**config.mk**
```make
export PLATFORM = sky130hd
export DESIGN_NAME = arb_req_client
export DESIGN_NICKNAME = d
export VERILOG_FILES = /design/src/rtl/arb_client_pkg.sv /design/src/rtl/sync_fifo.sv /design/src/rtl/arb_req_client.sv
export SDC_FILE = /design/constraint.sdc
export NUM_CORES = 1
export LEC_CHECK = 0
export CORE_MARGIN = 5
export CORE_UTILIZATION = 60
export CTS_CLUSTER_SIZE = 14
export DETAILED_ROUTE_END_ITERATION = 8
export PLACE_DENSITY = 0.89
export SYNTH_ARGS = -nofsm -noshare
export SYNTH_HDL_FRONTEND = slang
export SYNTH_HIERARCHICAL = 1
export SYNTH_SLANG_ARGS = --single-unit
```
**constraint.sdc**
```tcl
create_clock -name clk -period 4.5 [get_ports clk]
set_input_delay 0.9 -clock clk [delete_from_list [all_inputs] [get_ports clk]]
set_output_delay 0.9 -clock clk [all_outputs]
set_load 0.02 [all_outputs]
```
**src/rtl/arb_client_pkg.sv**
```systemverilog
`default_nettype none
// ============================================================================
// Module   : arb_client_pkg
// Purpose  : Shared definitions for the arbiter request client: FSM state
//            encoding, wait-counter width and a saturating increment helper.
// Ports    : none (package)
// Revision : 1.0 - initial release
// ============================================================================
package arb_client_pkg;

  // Client FSM state encoding.
  typedef enum logic [0:0] {
    IDLE = 1'b0,
    REQ  = 1'b1
  } client_state_e;

  localparam int unsigned WAIT_W = 16;
  localparam logic [WAIT_W-1:0] WAIT_MAX = '1;

  // Increment that sticks at all-ones instead of wrapping.
  function automatic logic [WAIT_W-1:0] sat_inc(input logic [WAIT_W-1:0] v);
    return (v == WAIT_MAX) ? v : v + WAIT_W'(1);
  endfunction

endpackage
`default_nettype wire

```
**src/rtl/sync_fifo.sv**
```systemverilog
`default_nettype none
// ============================================================================
// Module   : sync_fifo
// Purpose  : Single-clock FIFO with occupancy count. Read data is the head
//            entry, combinationally visible while the FIFO is non-empty.
// Ports    : clk, rst_n      - clock, async active-low reset
//            push_i, wdata_i - write strobe and data (ignored when full)
//            pop_i           - remove head entry (ignored when empty)
//            rdata_o         - head entry
//            count_o         - number of stored entries (0..DEPTH)
// Revision : 1.0 - initial release
// ============================================================================
module sync_fifo #(
  parameter int DEPTH      = 4,
  parameter int DATA_WIDTH = 32
) (
  input  logic                    clk,
  input  logic                    rst_n,
  input  logic                    push_i,
  input  logic                    pop_i,
  input  logic [DATA_WIDTH-1:0]   wdata_i,
  output logic [DATA_WIDTH-1:0]   rdata_o,
  output logic [$clog2(DEPTH):0]  count_o
);

  localparam int AW = $clog2(DEPTH);
  localparam logic [AW:0] FULL_CNT = (AW+1)'(DEPTH);

  logic [DATA_WIDTH-1:0] mem_q [DEPTH];
  logic [AW-1:0]         wr_ptr_q, wr_ptr_d;
  logic [AW-1:0]         rd_ptr_q, rd_ptr_d;
  logic [AW:0]           count_q, count_d;
  logic                  do_push, do_pop;

  assign do_push = push_i && (count_q != FULL_CNT);
  assign do_pop  = pop_i  && (count_q != '0);

  // DEPTH is a power of two, so the pointers wrap by plain overflow.
  always_comb begin
    wr_ptr_d = do_push ? wr_ptr_q + AW'(1) : wr_ptr_q;
    rd_ptr_d = do_pop  ? rd_ptr_q + AW'(1) : rd_ptr_q;
    count_d  = count_q;
    if (do_push && !do_pop) begin
      count_d = count_q + (AW+1)'(1);
    end else if (do_pop && !do_push) begin
      count_d = count_q - (AW+1)'(1);
    end
  end

  always_ff @(posedge clk or negedge rst_n) begin
    if (!rst_n) begin
      wr_ptr_q <= '0;
      rd_ptr_q <= '0;
      count_q  <= '0;
    end else begin
      wr_ptr_q <= wr_ptr_d;
      rd_ptr_q <= rd_ptr_d;
      count_q  <= count_d;
    end
  end

  // Storage needs no reset: it is only observed through valid entries.
  always_ff @(posedge clk) begin
    if (do_push) begin
      mem_q[wr_ptr_q] <= wdata_i;
    end
  end

  assign rdata_o = mem_q[rd_ptr_q];
  assign count_o = count_q;

endmodule
`default_nettype wire

```
**src/rtl/arb_req_client.sv**
```systemverilog
`default_nettype none
// ============================================================================
// Module   : arb_req_client
// Purpose  : Buffers upstream transactions and requests a round-robin
//            arbiter for each one; a granted entry is presented one cycle
//            later. Tracks request-to-grant wait, starvation and spurious
//            grants.
// Ports    : clk, rst_n                   - clock, async active-low reset
//            in_valid/in_ready/in_data    - upstream handshake and payload
//            req/grant                    - arbiter request / grant
//            out_valid/out_data           - granted payload (1-cycle pulse)
//            pending                      - buffered transaction count
//            max_wait                     - largest wait seen at a grant
//            starve_err/spur_err          - sticky error flags
//            err_clr                      - clears flags and max_wait
// Revision : 1.0 - initial release
// ============================================================================
module arb_req_client
  import arb_client_pkg::*;
#(
  parameter int DATA_WIDTH = 32,
  parameter int DEPTH      = 4,
  parameter int TIMEOUT    = 255
) (
  input  logic                    clk,
  input  logic                    rst_n,
  input  logic                    in_valid,
  output logic                    in_ready,
  input  logic [DATA_WIDTH-1:0]   in_data,
  output logic                    req,
  input  logic                    grant,
  output logic                    out_valid,
  output logic [DATA_WIDTH-1:0]   out_data,
  output logic [$clog2(DEPTH):0]  pending,
  output logic [15:0]             max_wait,
  output logic                    starve_err,
  input  logic                    err_clr,
  output logic                    spur_err
);

  localparam int AW = $clog2(DEPTH);
  localparam logic [AW:0]         FULL_CNT    = (AW+1)'(DEPTH);
  localparam logic [AW:0]         ONE_CNT     = (AW+1)'(1);
  localparam logic [WAIT_W-1:0]   TIMEOUT_CNT = WAIT_W'(TIMEOUT);

  client_state_e          state_q, state_d;
  logic [WAIT_W-1:0]      wait_q, wait_d;
  logic [WAIT_W-1:0]      max_wait_q, max_wait_d;
  logic                   starve_q, starve_d;
  logic                   spur_q, spur_d;
  logic                   out_valid_q;
  logic [DATA_WIDTH-1:0]  out_data_q, out_data_d;

  logic [AW:0]            fifo_count;
  logic [DATA_WIDTH-1:0]  fifo_rdata;
  logic                   push, pop;

  // No bypass: a full buffer refuses input even if it pops this cycle.
  assign in_ready = (fifo_count != FULL_CNT);
  assign push     = in_valid && in_ready;
  // In REQ the buffer always holds at least one entry.
  assign req      = (state_q == REQ);
  assign pop      = req && grant;

  sync_fifo #(
    .DEPTH      (DEPTH),
    .DATA_WIDTH (DATA_WIDTH)
  ) u_fifo (
    .clk     (clk),
    .rst_n   (rst_n),
    .push_i  (push),
    .pop_i   (pop),
    .wdata_i (in_data),
    .rdata_o (fifo_rdata),
    .count_o (fifo_count)
  );

  always_comb begin
    state_d    = state_q;
    wait_d     = wait_q;
    max_wait_d = max_wait_q;
    starve_d   = starve_q;
    spur_d     = spur_q;
    out_data_d = out_data_q;

    // Entering REQ on the push itself gives req the cycle after the push.
    case (state_q)
      IDLE: if ((fifo_count != '0) || push) state_d = REQ;
      REQ:  if (pop && (fifo_count == ONE_CNT) && !push) state_d = IDLE;
      default: state_d = IDLE;
    endcase

    // wait_q counts completed ungranted REQ cycles.
    if ((state_q == IDLE) || grant) begin
      wait_d = '0;
    end else begin
      wait_d = sat_inc(wait_q);
    end

    if (pop) begin
      out_data_d = fifo_rdata;
    end

    // err_clr wins over any same-cycle set or update.
    if (err_clr) begin
      max_wait_d = '0;
      starve_d   = 1'b0;
      spur_d     = 1'b0;
    end else begin
      if (pop && (wait_q > max_wait_q)) max_wait_d = wait_q;
      if (wait_d == TIMEOUT_CNT)        starve_d   = 1'b1;
      if (grant && !req)                spur_d     = 1'b1;
    end
  end

  always_ff @(posedge clk or negedge rst_n) begin
    if (!rst_n) begin
      state_q     <= IDLE;
      wait_q      <= '0;
      max_wait_q  <= '0;
      starve_q    <= 1'b0;
      spur_q      <= 1'b0;
      out_valid_q <= 1'b0;
      out_data_q  <= '0;
    end else begin
      state_q     <= state_d;
      wait_q      <= wait_d;
      max_wait_q  <= max_wait_d;
      starve_q    <= starve_d;
      spur_q      <= spur_d;
      out_valid_q <= pop;
      out_data_q  <= out_data_d;
    end
  end

  assign out_valid  = out_valid_q;
  assign out_data   = out_data_q;
  assign pending    = fifo_count;
  assign max_wait   = max_wait_q;
  assign starve_err = starve_q;
  assign spur_err   = spur_q;

endmodule
`default_nettype wire

```
## Word level (Yosys, flattened, before mapping)

Memories as Yosys holds them, arrays and structs flattened. A register that Yosys moved wholly into a read port is not among the register bits.
Index checks and enable logic that the tools add are counted.

- Memory bits (writable): 128
- Output and inout bits: 56
- Word-level logic and storage cells: 58
- Memories kept: 1
- Flip-flop bits (word level): 43
- Bits of input ports: 37

Memories:

| name | words | width | rd ports | clocked after Yosys merged registers in | wr ports | RTL line | text |
|---|---|---|---|---|---|---|---|
| u_fifo.mem_q | 4 | 32 | 1 | 1 | 1 | sync_fifo.sv:29 | `logic [DATA_WIDTH-1:0] mem_q [DEPTH];` |

- Mux-type cells: 15
- Equality and inequality tests: 4
- Reductions and logical operators: 22
- $add $sub $neg: 5
- Bitwise operators: 1
- $lt $le $gt $ge: 1

Operators with widths:

| operator | count |
|---|---|
| $mux W16 | 4 |
| $add A16 B1 Y16 const B | 1 |
| $eq A16 B16 Y1 const B | 1 |
| $eq A16 B8 Y1 const B | 1 |
| $gt A16 B16 Y1 | 1 |
| $logic_and A1 B1 Y1 | 10 |
| $mux W1 | 8 |
| $reduce_bool A2 Y1 | 4 |
| $mux W3 | 2 |
| $logic_not A1 Y1 | 5 |
| $add A2 B1 Y2 const B | 2 |
| $add A3 B1 Y3 const B | 1 |
| $eq A3 B1 Y1 const B | 1 |
| $ne A3 B3 Y1 const B | 1 |
| $reduce_bool A3 Y1 | 1 |
| $sub A3 B1 Y3 const B | 1 |
| $logic_or A1 B1 Y1 | 2 |
| $pmux W1 S2 | 1 |
| $not A1 Y1 | 1 |

## Logic depth before layout (Yosys ltp)

- Depth in word-level cells: 7
- Mapped depth: 10
- Depth with buffers taken out: 10

## Hierarchy

Netlist, hierarchy kept.

By module, submodules not included:

| module | area each (um2) | cells each | seq. area each (um2) | instances |
|---|---|---|---|---|
| sync_fifo | 5073.6 | 201 | 4018.9 | 1 |
| arb_req_client | 3523.4 | 309 | 1701.6 | 1 |

## Worst setup path before layout

Ideal clock, no wire load.

- Path kind: input to register
- From: input port grant
- To: register u_fifo.count_q[1], in the netlist u_fifo/count_o[1]
- Arrival: 2.734 ns
- Slack: 1.642 ns
- Data required time: 4.375 ns
- Setup time: 0.125 ns
- Stages on the path: 8
- Buffers on the path: 2
- Cells stage by stage: and2_1 clkbuf_1 buf_1 o31ai_1 ha_1 inv_1 fa_1 mux2_2

- Cells in the longest elaborated chain, start to end: 5
- Elaborated cells between the ends (all ways): 7
- Those cells by class: mux (1); reduce/logical (6)

RTL lines:

| element | RTL line | text |
|---|---|---|
| from (decl) | arb_req_client.sv:31 | `input logic grant,` |
| $logic_and A1 B1 Y1 | arb_req_client.sv:63 | `assign pop = req && grant;` |
| named net pop | arb_req_client.sv:56 | `logic push, pop;` |
| $logic_and A1 B1 Y1 | sync_fifo.sv:36 | `assign do_pop = pop_i && (count_q != '0);` |
| $logic_not A1 Y1 | sync_fifo.sv:43 | `if (do_push && !do_pop) begin` |
| $logic_and A1 B1 Y1 | sync_fifo.sv:43 |  |
| $mux W3 | sync_fifo.sv:43 |  |
| named net u_fifo.count_d[1] | sync_fifo.sv:32 | `logic [AW:0] count_q, count_d;` |
| to (signal assigned) | sync_fifo.sv:58 | `count_q <= count_d;` |
| to (decl) | sync_fifo.sv:32 |  |

The timed path passes the listed nets, and every way through them passes these cells.
A chain may end at the register's enable or synchronous reset.

## Final worst setup path

- From: register wait_q[1]
- To: register starve_q, in the netlist starve_err

- Cells in the longest elaborated chain, start to end: 5
- Elaborated cells between the ends (all ways): 6
- Those cells by class: add/sub (1); eq/ne (2); mux (2); reduce/logical (1)

RTL lines:

| element | RTL line | text |
|---|---|---|
| from (decl) | arb_req_client.sv:47 | `logic [WAIT_W-1:0] wait_q, wait_d;` |
| from (signal assigned) | arb_req_client.sv:127 | `wait_q <= wait_d;` |
| $add A16 B1 Y16 or $eq A16 B16 Y1 (tied branches) | arb_client_pkg.sv:22 | `return (v == WAIT_MAX) ? v : v + WAIT_W'(1);` |
| $mux W16 * | arb_client_pkg.sv:22 |  |
| $mux W16 * | arb_req_client.sv:94 | `if ((state_q == IDLE) \|\| grant) begin` |
| named net wait_d[12] | arb_req_client.sv:47 |  |
| $eq A16 B8 Y1 * | arb_req_client.sv:111 | `if (wait_d == TIMEOUT_CNT) starve_d = 1'b1;` |
| $reduce_bool A2 Y1 (no line) * | n/a |  |
| to (signal assigned) | arb_req_client.sv:129 | `starve_q <= starve_d;` |
| to (decl) | arb_req_client.sv:49 | `logic starve_q, starve_d;` |

The timed path passes the listed nets; every way through them passes the cells marked *.

==> flow_metrics.tcl <==
set metrics [dict create \
    clockBufferDepth 3 \
    grt_usage_pct 21.5 \
    final_area_mm2 0.0103 \
    pre_cts_ws_ns 1.26 \
    async_flop_share_pct 36.9 \
    peakVddDrop_uv 417 \
    critPathTopFamily "simple AND/OR/NAND/NOR gates" \
    detail_route.vias_per_cell 5.87 \
    synth_compound_area_share_pct 3.04 \
    crit_fanout 11 \
    cpMaxStageDelayCell "nor2_1" \
    setup_viol 0 \
    worstMarginPinSlew_ns 1.11 \
    nets 667 \
    yosys.cell_types.count 54 \
    via_count 4708 \
    synth_area_per_cell_um2 16.9 \
    muxShareOfSynthArea_pct 14.9 \
    core_mm2 0.0140 \
    cts_root_buffer "clkbuf_16" \
    clk_pin_slew_ns 0.06 \
    cts_made_buffers 21 \
    cpPeakStageDelay_ns 0.58 \
    syn_inst 510 \
    p_per_area_mw_per_mm2 604 \
    cp_data_arrival_time_ns 3.19 \
    port_buffers 92 \
    cts_htree_levels 1 \
    gp_congestion 0.797 \
    slew_headroom_pct 25.8 \
    r2r_slack_ns 1.71 \
    drtPass1Iterations 5 \
    hold_path_end "out_data[4]$_DFFE_PN0P_" \
    antenna_found_initial 0 \
    fin_setup_tns_ns 0 \
    clock_sinks 203 \
    cts_tree "yes" \
    critPathKind "reg2reg" \
    synth_top_family_by_area "multiplexers" \
    drcViolationCount 0 \
    wl_per_cell_um 21.6 \
    leakage_nw 3.76 \
    synth_edf_count 128 \
    final_common_cell "edfxtp_1" \
    finalWirelength_um 17300 \
    grt_pass1_wl_um 27900 \
    rows 43 \
    nFillCells 815 \
    synth-adder-area-share_pct 3.43 \
    grt_pass1_vias 5129 \
    final_cell_mix "edfxtp_1, clkdlybuf4s50_1, dfrtp_1" \
    n_antenna_cell 0 \
    ys_seq_area_share_pct 66.5 \
    startpoint_type "flip-flop" \
    multi_input_area_mm2 0.00264 \
    dpl.hpwl_um 10700 \
    pin_count 93 \
    drv_slew 0 \
    holdCritPathClass "reg2reg" \
    worst_hold_startpoint "out_data[4]$_DFFE_PN0P_" \
    r2r_start "wait_q[1]$_DFF_PN0_" \
    hold_violations 0 \
    cp_cell_sequence "ha_1 > nand4_2 > nor2_1 > and4_1 > and3_1 > nor3_1 > or3_1 > o31ai_2" \
    postCtsHoldBufs 0 \
    max-cap-violations 0 \
    rsz0062_at_grt "false" \
    required_ns 4.90 \
    path_buf_inv 0 \
    status "completed" \
    cp-end-kind "flip-flop" \
    hold_depth 1 \
    period_minus_slack_ns 2.79 \
    synthXorXnorAreaFrac_pct 1.53 \
    fin_crit_sh_pct 62.1 \
    synth-seq-cells 203 \
    postPlaceCellArea_mm2 0.00961 \
    dieArea_mm2 0.0168 \
    synth-simple-area-share_pct 7.80 \
    r2r_end "starve_err$_DFFE_PN0P_" \
    post_cts_resized 0 \
    worstRegToRegCells 8 \
    post_cts_buffers 0 \
    fmax_mhz 358 \
    grt_max_degree 76 \
    detail-route-antenna-nets 0 \
    regArea_mm2 0.00572 \
    drive_gt1_share_pct 19.5 \
    synthToLayoutAreaGrowth_pct 20.2 \
    clk_latency_ns 0.50 \
    grt_overflow_total 0 \
    die_y_um 130 \
    die_width_um 130 \
    synthesis.nets 570 \
    synth_area_mm2 0.00860 \
    ys.flop_type "edfxtp_1" \
    yosys_warnings 6 \
    start_util_pct 61.5 \
    skew_ns 0.0123 \
    setup_slack_ns 1.71 \
    drt-initial-drc-count 423 \
]
[synthesized netlist by cell type, types with 3 or more instances]
cell type | instances | area share [%]
edfxtp_1 | 128 | 45
dfrtp_1 | 75 | 22
mux2_2 | 34 | 4.5
nand2b_1 | 33 | 2.4
mux4_2 | 28 | 7.3
ha_1 | 22 | 3.2
inv_1 | 22 | 0.96
nor2_1 | 18 | 0.79
mux2i_1 | 16 | 1.9
a21oi_1 | 13 | 0.76
xnor2_1 | 13 | 1.3
nand2_1 | 10 | 0.44
and2_1 | 7 | 0.51
clkbuf_1 | 7 | 0.31
a211oi_1 | 6 | 0.52
nand3_1 | 6 | 0.35
buf_2 | 5 | 0.29
buf_4 | 4 | 0.35
mux4_1 | 4 | 1.2
nor2b_1 | 4 | 0.29
o21ai_0 | 4 | 0.23
and3_1 | 3 | 0.22
and4_1 | 3 | 0.31
buf_12 | 3 | 0.70
nand4_1 | 3 | 0.22
nor3_1 | 3 | 0.17
or2b_1 | 3 | 0.26
[worst reg2reg max path: stages, from the launching register on]
cell and delay (ns):
dfrtp_1 0.48, ha_1 0.34, nand4_2 0.16, nor2_1 0.58, and4_1 0.31, and3_1 0.16
nor3_1 0.06, or3_1 0.41, o31ai_2 0.20
[how the worst max path moves through the flow]
stage | start | to | slack [ns] | cells after the start
final | wait_q[1]$_DFF_PN0_ | starve_err$_DFFE_PN0P_ | 1.71 | 8
after global placement | grant | u_fifo/count_o[1]$_DFFE_PN0P_ | 1.37 | 7
after detailed placement | grant | u_fifo/count_o[1]$_DFFE_PN0P_ | 1.26 | 7
after CTS | wait_q[1]$_DFF_PN0_ | starve_err$_DFFE_PN0P_ | 1.71 | 8
after global routing | wait_q[1]$_DFF_PN0_ | starve_err$_DFFE_PN0P_ | 1.48 | 8
after floorplan | grant | u_fifo/count_o[1]$_DFFE_PN0P_ | 1.64 | 8
[where the power goes]
| group | leakage [nW] | switching (mW) | internal, mW |
|---|---|---|---|
| Clock | 0.349 | 0.707 | 1.09 |
| Sequential | 2.12 | 0.321 | 2.45 |
| Combinational | 1.30 | 0.788 | 0.882 |
| Total | 3.76 | 1.82 | 4.42 |
[registers in the layout, indices dropped and copies added (netlist names)]
register and cells:
max_wait 16, out_data 32, out_valid 1, req 1, spur_err 1, starve_err 1
u_fifo/count_o 3, u_fifo/mem_q 128, u_fifo/rd_ptr_q 2, u_fifo/wr_ptr_q 2, wait_q 16
[cell type report]
cell class | count | share of cell area (%)
clock buffers | 29 | 5.67
clock inverters | 9 | 1.26
inverters | 22 | 0.799
multi-input cells | 264 | 25.6
flip-flops and latches | 203 | 55.4
well taps | 180 | 2.18
repair buffers | 95 | 9.11
[metal layers]
layer  track usage (%)  part of all wire, %
met5                 0                    0
met4              5.50                  2.4
met3              4.09                  5.9
met2              35.9                   50
met1              29.7                   41
[per-stage QoR]
step           std cells  hold slack (ns)  utilization (%)  total power, mW
3_5_place_dp         764            0.496             68.7             4.46
5_1_grt              802            0.522             73.8             6.49
4_1_cts              802            0.513             73.8             6.29
3_3_place_gp         764            0.483             68.7             4.38
6_report             802            0.506             73.8             6.24
2_1_floorplan        510            0.534                -             3.83
[kinds of logic after synthesis]
family,count (synthesis)
AOI/OAI and AO/OA,36
DFF,203
adders and majority gates,23
muxes,82
xor gates and xnor gates,15
and+or+nand+nor,108
buffers and inverters,43
No activity file was read; power rests on OpenSTA's default activity.
